### config.mk
export PLATFORM = sky130hd
export DESIGN_NAME = rv_div_req_ctrl
export DESIGN_NICKNAME = d
export VERILOG_FILES = /design/src/rtl/rv_div_req_ctrl.sv
export SDC_FILE = /design/constraint.sdc
export NUM_CORES = 1
export LEC_CHECK = 0
export CAP_MARGIN = 25
export CORE_ASPECT_RATIO = 1.75
export CORE_MARGIN = 2
export CORE_UTILIZATION = 40
export DETAILED_ROUTE_END_ITERATION = 10
export HOLD_SLACK_MARGIN = 0.05
export MAX_ROUTING_LAYER = met4
export PLACE_DENSITY = 0.81
export SYNTH_ARGS = -nofsm -noshare
export SYNTH_HDL_FRONTEND = slang
export SYNTH_SLANG_ARGS = --single-unit
### constraint.sdc
create_clock -name clk -period 1.7 [get_ports clk]
set_input_delay 0.34 -clock clk [delete_from_list [all_inputs] [get_ports clk]]
set_output_delay 0.34 -clock clk [all_outputs]
set_load 0.005 [all_outputs]
### src/rtl/rv_div_req_ctrl.sv
// Request-side controller for the serial divider: one DIV/DIVU/REM/REMU op in flight,
// RISC-V divide-by-zero/overflow overrides per lane. Optional macro RV_DIV_FASTPATH_EN.
module rv_div_req_ctrl #(
  parameter int XLEN  = 32,
  parameter int LANES = 1,
  parameter int TAGW  = 1
) (
  input  logic                  clk,
  input  logic                  reset,
  input  logic                  req_valid,
  output logic                  req_ready,
  input  logic [1:0]            req_op,
  input  logic [LANES*XLEN-1:0] req_a,
  input  logic [LANES*XLEN-1:0] req_b,
  input  logic [TAGW-1:0]       req_tag,
  output logic                  div_valid,
  input  logic                  div_ready,
  output logic [LANES*XLEN-1:0] div_numer,
  output logic [LANES*XLEN-1:0] div_denom,
  output logic                  div_signed,
  output logic [TAGW-1:0]       div_tag,
  input  logic                  div_rsp_valid,
  output logic                  div_rsp_ready,
  input  logic [LANES*XLEN-1:0] div_quotient,
  input  logic [LANES*XLEN-1:0] div_remainder,
  output logic                  rsp_valid,
  input  logic                  rsp_ready,
  output logic [LANES*XLEN-1:0] rsp_data,
  output logic [TAGW-1:0]       rsp_tag
);

  localparam int W = LANES * XLEN;

  typedef enum logic [1:0] {
    S_IDLE  = 2'd0,
    S_ISSUE = 2'd1,
    S_WAIT  = 2'd2,
    S_RESP  = 2'd3
  } state_e;

  state_e            state_q, state_d;
  logic [1:0]        op_q, op_d;
  logic [W-1:0]      a_q, a_d;
  logic [W-1:0]      b_q, b_d;
  logic [W-1:0]      data_q, data_d;
  logic [TAGW-1:0]   tag_q, tag_d;
  logic [LANES-1:0]  zdiv_q, zdiv_d;
  logic [LANES-1:0]  ovf_q, ovf_d;

  logic [LANES-1:0]  in_zdiv_s;
  logic [LANES-1:0]  in_ovf_s;
  logic [W-1:0]      cap_data_s;
`ifdef RV_DIV_FASTPATH_EN
  logic [W-1:0]      fast_data_s;
`endif

  // Architectural result for one lane; overrides win over whatever the divider produced.
  function automatic logic [XLEN-1:0] lane_result(
    input logic            is_rem,
    input logic            zdiv,
    input logic            ovf,
    input logic [XLEN-1:0] a,
    input logic [XLEN-1:0] quo,
    input logic [XLEN-1:0] rem
  );
    logic [XLEN-1:0] r;
    if (zdiv) begin
      r = is_rem ? a : {XLEN{1'b1}};
    end else if (ovf) begin
      r = is_rem ? {XLEN{1'b0}} : a;
    end else begin
      r = is_rem ? rem : quo;
    end
    return r;
  endfunction

  // Per-lane special flags of the incoming request and result selection at capture.
  always_comb begin
    in_zdiv_s  = {LANES{1'b0}};
    in_ovf_s   = {LANES{1'b0}};
    cap_data_s = {W{1'b0}};
`ifdef RV_DIV_FASTPATH_EN
    fast_data_s = {W{1'b0}};
`endif
    for (int m = 0; m < LANES; m++) begin
      in_zdiv_s[m] = (req_b[m*XLEN +: XLEN] == {XLEN{1'b0}});
      in_ovf_s[m]  = ~req_op[0]
                   && (req_a[m*XLEN +: XLEN] == {1'b1, {(XLEN-1){1'b0}}})
                   && (req_b[m*XLEN +: XLEN] == {XLEN{1'b1}});
      cap_data_s[m*XLEN +: XLEN] = lane_result(op_q[1], zdiv_q[m], ovf_q[m], a_q[m*XLEN +: XLEN],
                                               div_quotient[m*XLEN +: XLEN],
                                               div_remainder[m*XLEN +: XLEN]);
`ifdef RV_DIV_FASTPATH_EN
      fast_data_s[m*XLEN +: XLEN] = lane_result(req_op[1], in_zdiv_s[m], in_ovf_s[m],
                                                req_a[m*XLEN +: XLEN], {XLEN{1'b0}}, {XLEN{1'b0}});
`endif
    end
  end

  // Next-state and datapath capture.
  always_comb begin
    state_d = state_q;
    op_d    = op_q;
    a_d     = a_q;
    b_d     = b_q;
    tag_d   = tag_q;
    zdiv_d  = zdiv_q;
    ovf_d   = ovf_q;
    data_d  = data_q;
    case (state_q)
      S_IDLE: begin
        if (req_valid) begin
          op_d   = req_op;
          a_d    = req_a;
          b_d    = req_b;
          tag_d  = req_tag;
          zdiv_d = in_zdiv_s;
          ovf_d  = in_ovf_s;
`ifdef RV_DIV_FASTPATH_EN
          // Every lane is fully determined by its override: skip the divider entirely.
          if (&(in_zdiv_s | in_ovf_s)) begin
            data_d  = fast_data_s;
            state_d = S_RESP;
          end else begin
            state_d = S_ISSUE;
          end
`else
          state_d = S_ISSUE;
`endif
        end else begin
          state_d = S_IDLE;
        end
      end
      S_ISSUE: begin
        if (div_ready) begin
          state_d = S_WAIT;
        end else begin
          state_d = S_ISSUE;
        end
      end
      S_WAIT: begin
        if (div_rsp_valid) begin
          data_d  = cap_data_s;
          state_d = S_RESP;
        end else begin
          state_d = S_WAIT;
        end
      end
      S_RESP: begin
        if (rsp_ready) begin
          state_d = S_IDLE;
        end else begin
          state_d = S_RESP;
        end
      end
      default: begin
        state_d = S_IDLE;
      end
    endcase
  end

  // State and datapath registers with synchronous reset.
  always_ff @(posedge clk) begin
    if (reset) begin
      state_q <= S_IDLE;
      op_q    <= 2'b00;
      a_q     <= {W{1'b0}};
      b_q     <= {W{1'b0}};
      tag_q   <= {TAGW{1'b0}};
      zdiv_q  <= {LANES{1'b0}};
      ovf_q   <= {LANES{1'b0}};
      data_q  <= {W{1'b0}};
    end else begin
      state_q <= state_d;
      op_q    <= op_d;
      a_q     <= a_d;
      b_q     <= b_d;
      tag_q   <= tag_d;
      zdiv_q  <= zdiv_d;
      ovf_q   <= ovf_d;
      data_q  <= data_d;
    end
  end

  assign req_ready     = (state_q == S_IDLE);
  assign div_valid     = (state_q == S_ISSUE);
  assign div_rsp_ready = (state_q == S_WAIT);
  assign rsp_valid     = (state_q == S_RESP);
  assign div_numer     = a_q;
  assign div_denom     = b_q;
  assign div_signed    = ~op_q[0];
  assign div_tag       = tag_q;
  assign rsp_data      = data_q;
  assign rsp_tag       = tag_q;

endmodule

==> results_dict.tcl, run 1 <==
set metrics [dict create \
    final_antenna_net_count 0 \
    core-area_um2 11200 \
    die_width_um 85.2 \
    slew_headroom_pct 62.9 \
    grt.overflow.total 0 \
    number_of_clock_buffers_inserted_by_tritoncts 9 \
    synth_edf_count 0 \
    firstDrtPassIters 5 \
    synth_area_leader_cell "sky130_fd_sc_hd__dfxtp_1" \
    cellInternalPower_mw 4.68 \
    grt_max_degree 65 \
    sink_count 103 \
    crit_path_max_delay_cell_type "sky130_fd_sc_hd__clkdlybuf4s50_1" \
    num_rows 51 \
    number_of_global_route_vias_before_repair 5479 \
    postSynthRegisterBits 103 \
    run_status "finished, final reports clean" \
    start_util_pct 41.3 \
    hold_buffers 0 \
    postSynthCellCount 599 \
    cp_max_fo 4 \
    areaGrowthSynthToFinish_pct 69.3 \
    drive_above_1_share_pct 11.7 \
    switching_fraction_of_total_power_pct 25.4 \
    max_cap_violations 0 \
    ios 240 \
    initial_antenna_violation_count 0 \
    p_leak_nw 2.80 \
    wl_um 17400 \
    post-cts-setup-buffers 0 \
    total_switching_power_mw 1.60 \
    holdWs_ns 0.419 \
    finalSetupViolCount 0 \
    yosys_warnings 0 \
    async_set_or_reset_register_ratio_after_synthesis_pct 0 \
    fp.dieArea_um2 12400 \
    tritoncts_clock_tree "built" \
    post-route-period-util_pct 97.8 \
    synthDominantCellAreaShare_pct 44.7 \
    p_clk_share_pct 35.1 \
    nets 990 \
    avgRoutedWirePerCell_um 17.6 \
    viasPerCell 5.54 \
    detailedPlacementHpwl_um 12900 \
    power.sequential.fraction_pct 42.6 \
    power-per-cell-area_nw_per_um2 804 \
    synthTopCellsByArea "sky130_fd_sc_hd__dfxtp_1 (45%), sky130_fd_sc_hd__nand2_1 (13%), sky130_fd_sc_hd__a21oi_1 (9.0%), sky130_fd_sc_hd__a22oi_1 (5.2%), sky130_fd_sc_hd__o2111a_1 (4.6%)" \
    worst_skew_pair.late_latency_ns 0.34 \
    maxSlewViolCount 0 \
    hold_path_class "input pin to register" \
    tightest_slew_ns 0.556 \
    globalRouteTotalUtil_pct 27.8 \
    vdd.ir_drop.worst_uv 552 \
    cts_htree_levels 3 \
    postPlaceCellArea_um2 7440 \
    synth_top_cells_by_count "sky130_fd_sc_hd__nand2_1 (158), sky130_fd_sc_hd__dfxtp_1 (103), sky130_fd_sc_hd__a21oi_1 (83), sky130_fd_sc_hd__nor2_1 (35), sky130_fd_sc_hd__a22oi_1 (32)" \
    grt_pass1_wl_um 27200 \
    path_buf_inv 1 \
    path_delay_family "buffers and inverters" \
    critical_path_cell_sequence "clkdlybuf4s50_1" \
    mappedNetlistArea_um2 4610 \
    period_needed_ns 1.66 \
    finalHoldViolCount 0 \
    gp_congestion 0.906 \
    yosys.cell_types.count 32 \
    post_synth.cell_area_avg_um2 7.70 \
    crit_path_end_kind "primary output" \
    placed_cells 974 \
    first_drt_iteration_drcs 343 \
    fp.dieH_um 146 \
    cts-root-buf "sky130_fd_sc_hd__clkbuf_16" \
    worstPathRequired_ns 1.36 \
    comb_power_share_pct 22.3 \
    max_stage_delay_ns 0.55 \
    rsz_0062_raised_after_global_routing "no" \
    drc 0 \
    cts.clk_slew.worst_paths_ns 0.07 \
    syn_nets 736 \
    route.vias.total 5486 \
    cts_buffer_depth 2 \
    synth_top_flop_cell "sky130_fd_sc_hd__dfxtp_1" \
    post_layout_nonfiller_instances 990 \
    ys_seq_area_share_pct 44.7 \
    start_kind "register" \
    antenna-diode-count 0 \
    timing.critical_path.arrival_ns 1.32 \
    post_route_standard_cell_area_excluding_fillers_um2 7810 \
    post-synth-top-count-cell "sky130_fd_sc_hd__nand2_1" \
    max_clock_freq_mhz 602 \
    path_class "register to primary output" \
    portBuffers 239 \
    final.setup_skew_ns 0.00810 \
]
cells in the final DEF, fill, tap and decap left out, drive strengths merged, types with 2 or more instances in the layout:
| cell | n |
|---|---|
| nor4 | 15 |
| dlygate4sd2 | 4 |
| o211ai | 2 |
| buf | 60 |
| o21ai | 20 |
| dfxtp | 103 |
| a22oi | 32 |
| nand2 | 158 |
| a311oi | 13 |
| nor2 | 35 |
| nor3 | 21 |
| and2 | 3 |
| bufinv | 2 |
| or2 | 14 |
| o2111a | 19 |
| a21oi | 83 |
| nand4 | 9 |
| nor2b | 5 |
| clkdlybuf4s50 | 234 |
| inv | 4 |
| clkbuf | 11 |
power by group through the flow:
stage	registers (mW)	logic, mW	clock network [mW]
floorplan	2.72	0.483	0
global placement	2.72	1.35	0
detailed placement	2.73	1.38	0
CTS	2.67	1.39	2.25
global route	2.69	1.50	2.35
finish	2.68	1.40	2.20
worst paths after layout:
kind	startpoint	end	slack [ns]	cells past startpoint
worst min register to register	div_denom[3]	div_denom[3]	0.46	2
worst min-delay path	reset	rsp_data[3]	0.42	3
worst max register to register	state_q[1]	rsp_data[17]	0.14	6
worst max-delay path	div_numer[10]	div_numer[10]	0.04	1
area by class of cell:
class / instances / area [µm²]
clock buffer: 11 / 233
clock inverter: 5 / 81.3
fill: 881 / 3360
inverter: 3 / 11.3
multi-input combinational: 438 / 2340
sequential: 103 / 2060
tap: 132 / 165
timing repair buffer: 298 / 2910
what timing repair did:
action | in CTS | in global routing
setup endpoints to repair | 5 | 4
pin swaps | 0 | 1
resized for setup | 10 | 7
per-stage QoR:
stage          setup TNS (ns)  setup slack, ns  util, %  total power [mW]
6_report                    0           0.0376     69.9              6.28
3_5_place_dp           -15.58           -0.412     66.6              4.11
4_1_cts                     0           0.0204     69.6              6.31
3_3_place_gp           -13.68           -0.344     66.6              4.07
2_1_floorplan               0            0.221        -              3.20
5_1_grt                     0          0.00687     69.9              6.55
cell families after synthesis:
logic type,after synthesis,synth area share (%)
AND/OR/NAND/NOR,269,25.8
AO/OA/AOI/OAI,169,23.8
flip-flops,103,44.7
buffers and inverters,58,5.72
state kept, by name (all words and copies together), names as in the netlist:
signal and flops:
ovf_q 1, state_q 2, div_tag 1, zdiv_q 1, rsp_data 32, div_numer 32
div_denom 32, op_q 2
layer usage:
metal / routed length [µm] / vias to the layer above / track usage (%)
met3: 1130 / 58 / 5.31
met1: 6300 / 2550 / 29.7
met5: 0 / - / -
met2: 9190 / 264 / 48.2
met4: 784 / 0 / 13.7
li1: - / 2614 / -
No activity file was read; power rests on OpenSTA's default activity.
==> inputs of run 2 (changes only) <==
--- a/config.mk
+++ b/config.mk
@@ -6,13 +6,16 @@
 export NUM_CORES = 1
 export LEC_CHECK = 0
 export CAP_MARGIN = 25
+export CELL_PAD_IN_SITES_DETAIL_PLACEMENT = 1
+export CELL_PAD_IN_SITES_GLOBAL_PLACEMENT = 2
 export CORE_ASPECT_RATIO = 1.75
 export CORE_MARGIN = 2
-export CORE_UTILIZATION = 40
+export CORE_UTILIZATION = 21
 export DETAILED_ROUTE_END_ITERATION = 10
 export HOLD_SLACK_MARGIN = 0.05
 export MAX_ROUTING_LAYER = met4
-export PLACE_DENSITY = 0.81
+export PLACE_DENSITY_LB_ADDON = 0.1
+export SETUP_SLACK_MARGIN = 0.4
 export SYNTH_ARGS = -nofsm -noshare
 export SYNTH_HDL_FRONTEND = slang
 export SYNTH_SLANG_ARGS = --single-unit
==> run 2 against run 1 <==
  * Cell area increased by 26%
  * Routed wire length up 48%
  * Critical path depth is 5 higher
  * Sequential share of layout area decreased by 4.4 points
  * Clock power decreased by 3%
  * Cell count increased by 25%
  * Register-to-register slack about the same
  * Via count is 7.9% higher
  * Global-route usage down 6.4 points
  * Worst hold slack got worse by 0.00082 ns
  * Non-clock buffer count rose by 88
==> results_dict.tcl, run 2 (synthesized netlist as in run 1, its figures left out) <==
set metrics [dict create \
    start_kind "register" \
    detailedPlacementHpwl_um 16200 \
    antenna-diode-count 0 \
    final.setup_skew_ns 0.0101 \
    critical_register_to_register_path_startpoint "state_q[0]" \
    final.setup.worst_slack_ns 0.153 \
    cts_htree_levels 3 \
    fp.dieH_um 200 \
    min_delay_worst_endpoint "ovf_q" \
    viasPerCell 4.78 \
    timing.setup.tns_ns 0 \
    crit_path_end_kind "register" \
    run_status "finished, final reports clean" \
    portBuffers 239 \
    gp_congestion 0.775 \
    postPlaceCellArea_um2 7750 \
    fp.dieArea_um2 23200 \
    first_drt_iteration_drcs 151 \
    max_cap_violations 0 \
    final_core_util_pct 45.9 \
    hold_buffers 0 \
    maxSlewViolCount 0 \
    tightest_slew_ns 0.603 \
    grt_max_degree 104 \
    power-per-cell-area_nw_per_um2 704 \
    worst_setup_slack_after_placement_ns -0.521 \
    vdd.ir_drop.worst_uv 457 \
    die_width_um 116 \
    sequential_area_um2 2170 \
    drc 0 \
    p_leak_nw 3.91 \
    num_rows 71 \
    finalSetupViolCount 0 \
    firstDrtPassIters 4 \
    rrSetupSlack_ns 0.15 \
    route.vias.total 5921 \
    core-area_um2 21500 \
    timing.critical_path.arrival_ns 1.76 \
    tritoncts_clock_tree "built" \
    hold_start "reset" \
    areaGrowthSynthToFinish_pct 114 \
    cp_max_fo 7 \
    most_common_cell_after_layout_fill_and_taps_aside "sky130_fd_sc_hd__clkdlybuf4s50_1" \
    rsz_0062_raised_after_global_routing "yes" \
    r2r_end "div_denom[31]" \
    ios 240 \
    nets 1079 \
    leading_cell_types_in_the_layout_fill_and_taps_excluded "sky130_fd_sc_hd__clkdlybuf4s50_1 (116), sky130_fd_sc_hd__nand2_1 (113), sky130_fd_sc_hd__buf_4 (93), sky130_fd_sc_hd__dfxtp_2 (64), sky130_fd_sc_hd__a21oi_1 (49)" \
    worstPathRequired_ns 1.92 \
    multi_input_area_um2 3130 \
    min_path_cells 5 \
    cts-root-buf "sky130_fd_sc_hd__clkbuf_16" \
    grt_pass1_wl_um 35900 \
    drive_above_1_share_pct 45.9 \
    wl_um 25700 \
    finalHoldViolCount 0 \
    worst_r2r_path_depth 6 \
    initial_antenna_violation_count 0 \
    slew_headroom_pct 59.8 \
    sink_count 103 \
    worst_skew_pair.late_latency_ns 0.36 \
    cts.clk_slew.worst_paths_ns 0.07 \
    globalRouteTotalUtil_pct 21.4 \
    final_antenna_net_count 0 \
    grt.overflow.total 0 \
    period_needed_ns 1.55 \
    hold_path_class "input pin to register" \
    avgRoutedWirePerCell_um 20.7 \
    path_class "register to register" \
    start_util_pct 21.5 \
    fillerInstances 2483 \
    holdWs_ns 0.418 \
    number_of_clock_buffers_inserted_by_tritoncts 9 \
    post-route-period-util_pct 91.0 \
    max_clock_freq_mhz 647 \
    post_route_standard_cell_area_excluding_fillers_um2 9860 \
    cts_buffer_depth 2 \
    number_of_global_route_vias_before_repair 6375 \
]
run 2: changes by cell type in the layout (fill, tap and decap cells not counted), moves of 17 or more:
cell,before,now
sky130_fd_sc_hd__clkdlybuf4s50_1,234,116
sky130_fd_sc_hd__dfxtp_1,102,31
sky130_fd_sc_hd__dfxtp_2,1,64
sky130_fd_sc_hd__clkdlybuf4s15_1,0,48
sky130_fd_sc_hd__nand2_1,158,113
sky130_fd_sc_hd__buf_4,52,93
sky130_fd_sc_hd__nand2_4,0,36
sky130_fd_sc_hd__a21oi_1,83,49
sky130_fd_sc_hd__a21oi_2,0,34
sky130_fd_sc_hd__clkbuf_2,0,25
sky130_fd_sc_hd__dlygate4sd2_1,4,28
sky130_fd_sc_hd__buf_6,2,19
run 2: routing by layer:
layer  share of wire (%)  routed length [µm]  track usage [%]
met1                  36                9220             21.9
met5                   0                   0                -
met4                 2.4                 607             6.17
met3                 5.1                1310             4.62
met2                  57               14600             40.2
run 2: where the power goes:
group          internal (mW)  leakage (nW)  switching [mW]
combinational           1.19          2.89           0.925
sequential              2.58         0.874           0.117
clock                   1.18         0.146           0.951
total                   4.95          3.91            1.99
run 2: critical path, cell delays in order (launching register included):
cell	delay [ns]
sky130_fd_sc_hd__dfxtp_4	0.36
sky130_fd_sc_hd__buf_6	0.12
sky130_fd_sc_hd__or3b_4	0.50
sky130_fd_sc_hd__buf_12	0.17
sky130_fd_sc_hd__buf_16	0.15
sky130_fd_sc_hd__nand2_4	0.06
sky130_fd_sc_hd__a21oi_2	0.05
run 2: per-stage QoR:
stage          instances  power [mW]
5_1_grt             1239        7.28
3_3_place_gp        1146        4.17
6_report            1239        6.94
2_1_floorplan        599        3.24
3_5_place_dp        1146        4.19
4_1_cts             1217        6.72
run 2: layout make-up:
class	instances	area share, %
clock buffer	12	2.50
clock inverter	4	0.457
inverter	3	0.114
multi-input combinational	439	31.8
sequential	103	22.0
tap	292	3.71
timing repair buffer	386	39.4
run 2: worst max path at each step:
stage,start,end,cells after the start
2_1_floorplan,state_q[0],div_numer[3],7
3_3_place_gp,req_b[31],zdiv_q,6
3_5_place_dp,req_b[31],zdiv_q,6
4_1_cts,op_q[1],rsp_data[13],5
5_1_grt,state_q[0],ovf_q,5
6_report,state_q[0],div_denom[31],6
run 2: timing repair:
action                                 in CTS  in global routing
cloned                                     12                  5
buffers inserted                           43                 17
endpoints found under the hold margin       0                  0
pin swaps                                  63                 69
resized for setup                         360                237
setup endpoints to repair                 204                173
==> inputs of run 3 (changes only) <==
--- a/config.mk
+++ b/config.mk
@@ -5,7 +5,7 @@
 export SDC_FILE = /design/constraint.sdc
 export NUM_CORES = 1
 export LEC_CHECK = 0
-export CAP_MARGIN = 25
+export CAP_MARGIN = 10
 export CELL_PAD_IN_SITES_DETAIL_PLACEMENT = 1
 export CELL_PAD_IN_SITES_GLOBAL_PLACEMENT = 2
 export CORE_ASPECT_RATIO = 1.75
@@ -19,3 +19,4 @@
 export SYNTH_ARGS = -nofsm -noshare
 export SYNTH_HDL_FRONTEND = slang
 export SYNTH_SLANG_ARGS = --single-unit
+export TNS_END_PERCENT = 1
==> run 3 against run 2 <==
  * Routed wire length fell by 9.0%
  * Cell count fell by 5.9%
  * Non-clock buffer count fell by 72
  * Critical path depth fell by 5
  * Clock-buffer cell count fell by 1
  * Clock power fell by 7%
  * Sequential power barely moved
  * Via count fell by 6.7%
  * Critical endpoint is now div_denom[26]
  * Largest cell class unchanged
==> results_dict.tcl, run 3 (synthesized netlist as in run 1, its figures left out) <==
set metrics [dict create \
    worstPathRequired_ns 1.36 \
    postPlaceCellArea_um2 7660 \
    firstDrtPassIters 4 \
    first_drt_iteration_drcs 161 \
    path_delay_family "buffers and inverters" \
    number_of_global_route_vias_before_repair 5877 \
    ios 240 \
    crit_path_end_kind "primary output" \
    fp.dieArea_um2 23200 \
    hold_buffers 0 \
    finalHoldViolCount 0 \
    num_rows 71 \
    post_route_standard_cell_area_excluding_fillers_um2 8180 \
    max_cap_violations 0 \
    worst_skew_pair.late_latency_ns 0.35 \
    cp_max_fo 2 \
    maxSlewViolCount 0 \
    core-area_um2 21500 \
    path_class "register to primary output" \
    post_layout_nonfiller_instances 1166 \
    die_width_um 116 \
    globalRouteTotalUtil_pct 19.7 \
    period_needed_ns 1.56 \
    final_core_util_pct 38.0 \
    portBuffers 239 \
    cts_buffer_depth 2 \
    cts-root-buf "sky130_fd_sc_hd__clkbuf_16" \
    drc 0 \
    fillerInstances 2616 \
    nets 1007 \
    viasPerCell 4.74 \
    final.setup.worst_slack_ns 0.140 \
    tritoncts_clock_tree "built" \
    worst_setup_slack_after_placement_ns -0.570 \
    sequential_area_um2 2100 \
    antenna-diode-count 0 \
    grt.overflow.total 0 \
    sink_count 103 \
    multi_input_area_um2 2420 \
    wl_um 23400 \
    hold_path_class "input pin to register" \
    finalSetupViolCount 0 \
    run_status "finished, final reports clean" \
    rsz_0062_raised_after_global_routing "yes" \
    power-per-cell-area_nw_per_um2 747 \
    vdd.ir_drop.worst_uv 381 \
    most_common_cell_after_layout_fill_and_taps_aside "sky130_fd_sc_hd__clkdlybuf4s50_1" \
    cts_htree_levels 3 \
    start_kind "register" \
    leading_cell_types_in_the_layout_fill_and_taps_excluded "sky130_fd_sc_hd__clkdlybuf4s50_1 (165), sky130_fd_sc_hd__nand2_1 (158), sky130_fd_sc_hd__a21oi_1 (82), sky130_fd_sc_hd__dfxtp_1 (77), sky130_fd_sc_hd__dlygate4sd2_1 (68)" \
    grt_pass1_wl_um 33500 \
    avgRoutedWirePerCell_um 20.1 \
    fp.dieH_um 200 \
    p_leak_nw 3.14 \
    final.setup_skew_ns 0.00889 \
    path_buf_inv 1 \
    drive_above_1_share_pct 17.4 \
    slew_headroom_pct 65.9 \
    final_antenna_net_count 0 \
    critical_path_cell_sequence "clkdlybuf4s50_1" \
    cts.clk_slew.worst_paths_ns 0.07 \
    number_of_clock_buffers_inserted_by_tritoncts 9 \
    start_util_pct 21.5 \
    grt_max_degree 104 \
    initial_antenna_violation_count 0 \
    max_clock_freq_mhz 641 \
    detailedPlacementHpwl_um 16200 \
    timing.setup.tns_ns 0 \
    holdWs_ns 0.348 \
    tightest_slew_ns 0.512 \
    route.vias.total 5523 \
    gp_congestion 0.774 \
    post-route-period-util_pct 91.8 \
    total_power_draw_mw 6.11 \
    crit_path_max_delay_cell_type "sky130_fd_sc_hd__clkdlybuf4s50_1" \
    max_stage_delay_ns 0.51 \
    placed_cells 1136 \
    areaGrowthSynthToFinish_pct 77.2 \
    timing.critical_path.arrival_ns 1.22 \
]
==> run 3: cell types whose count changed in the layout (fill, tap and decap cells not counted), sizes merged, moves of 28 or more <==
cell           previous run  this run
buf                     153        74
clkbuf                   41        13
clkdlybuf4s15            60         4
clkdlybuf4s50           116       165
dlygate4sd2              28        68
==> run 3: timing repair <==
action	in CTS	in global routing
gates cloned	2	3
setup endpoints to repair	204	204
gates resized for setup	121	9
pin swaps	10	1
setup buffers	9	1
==> run 3: worst paths after layout <==
kind / endpoint / start / slack [ns] / depth (start not counted)
hold reg to reg: div_denom[15] / div_denom[15] / 0.46 / 2
setup / recovery: div_denom[26] / div_denom[26] / 0.14 / 1
setup reg to reg: div_numer[27] / state_q[1] / 0.17 / 5
hold / removal: div_denom[2] / req_b[2] / 0.35 / 3
==> run 3: layer usage <==
layer	vias to the layer above	wire (µm)	global-route usage [%]
li1	2655	-	-
met1	2672	8790	20.7
met2	169	12800	36.3
met3	27	1210	3.74
met4	0	553	6.79
met5	-	0	-
==> run 3: cell type report <==
cell class | instances | area share [%]
inverter | 3 | 0.138
multi-input combinational | 439 | 29.6
tap | 292 | 4.47
sequential | 103 | 25.7
clock inverter | 4 | 0.275
timing repair buffer | 314 | 36.8
clock buffer | 11 | 2.97
==> run 3: power by group <==
part           internal, mW  total [mW]  switching (mW)
clock network          1.02        1.98           0.957
registers              2.57        2.68           0.112
logic                 0.804        1.45           0.644
total                  4.40        6.11            1.71
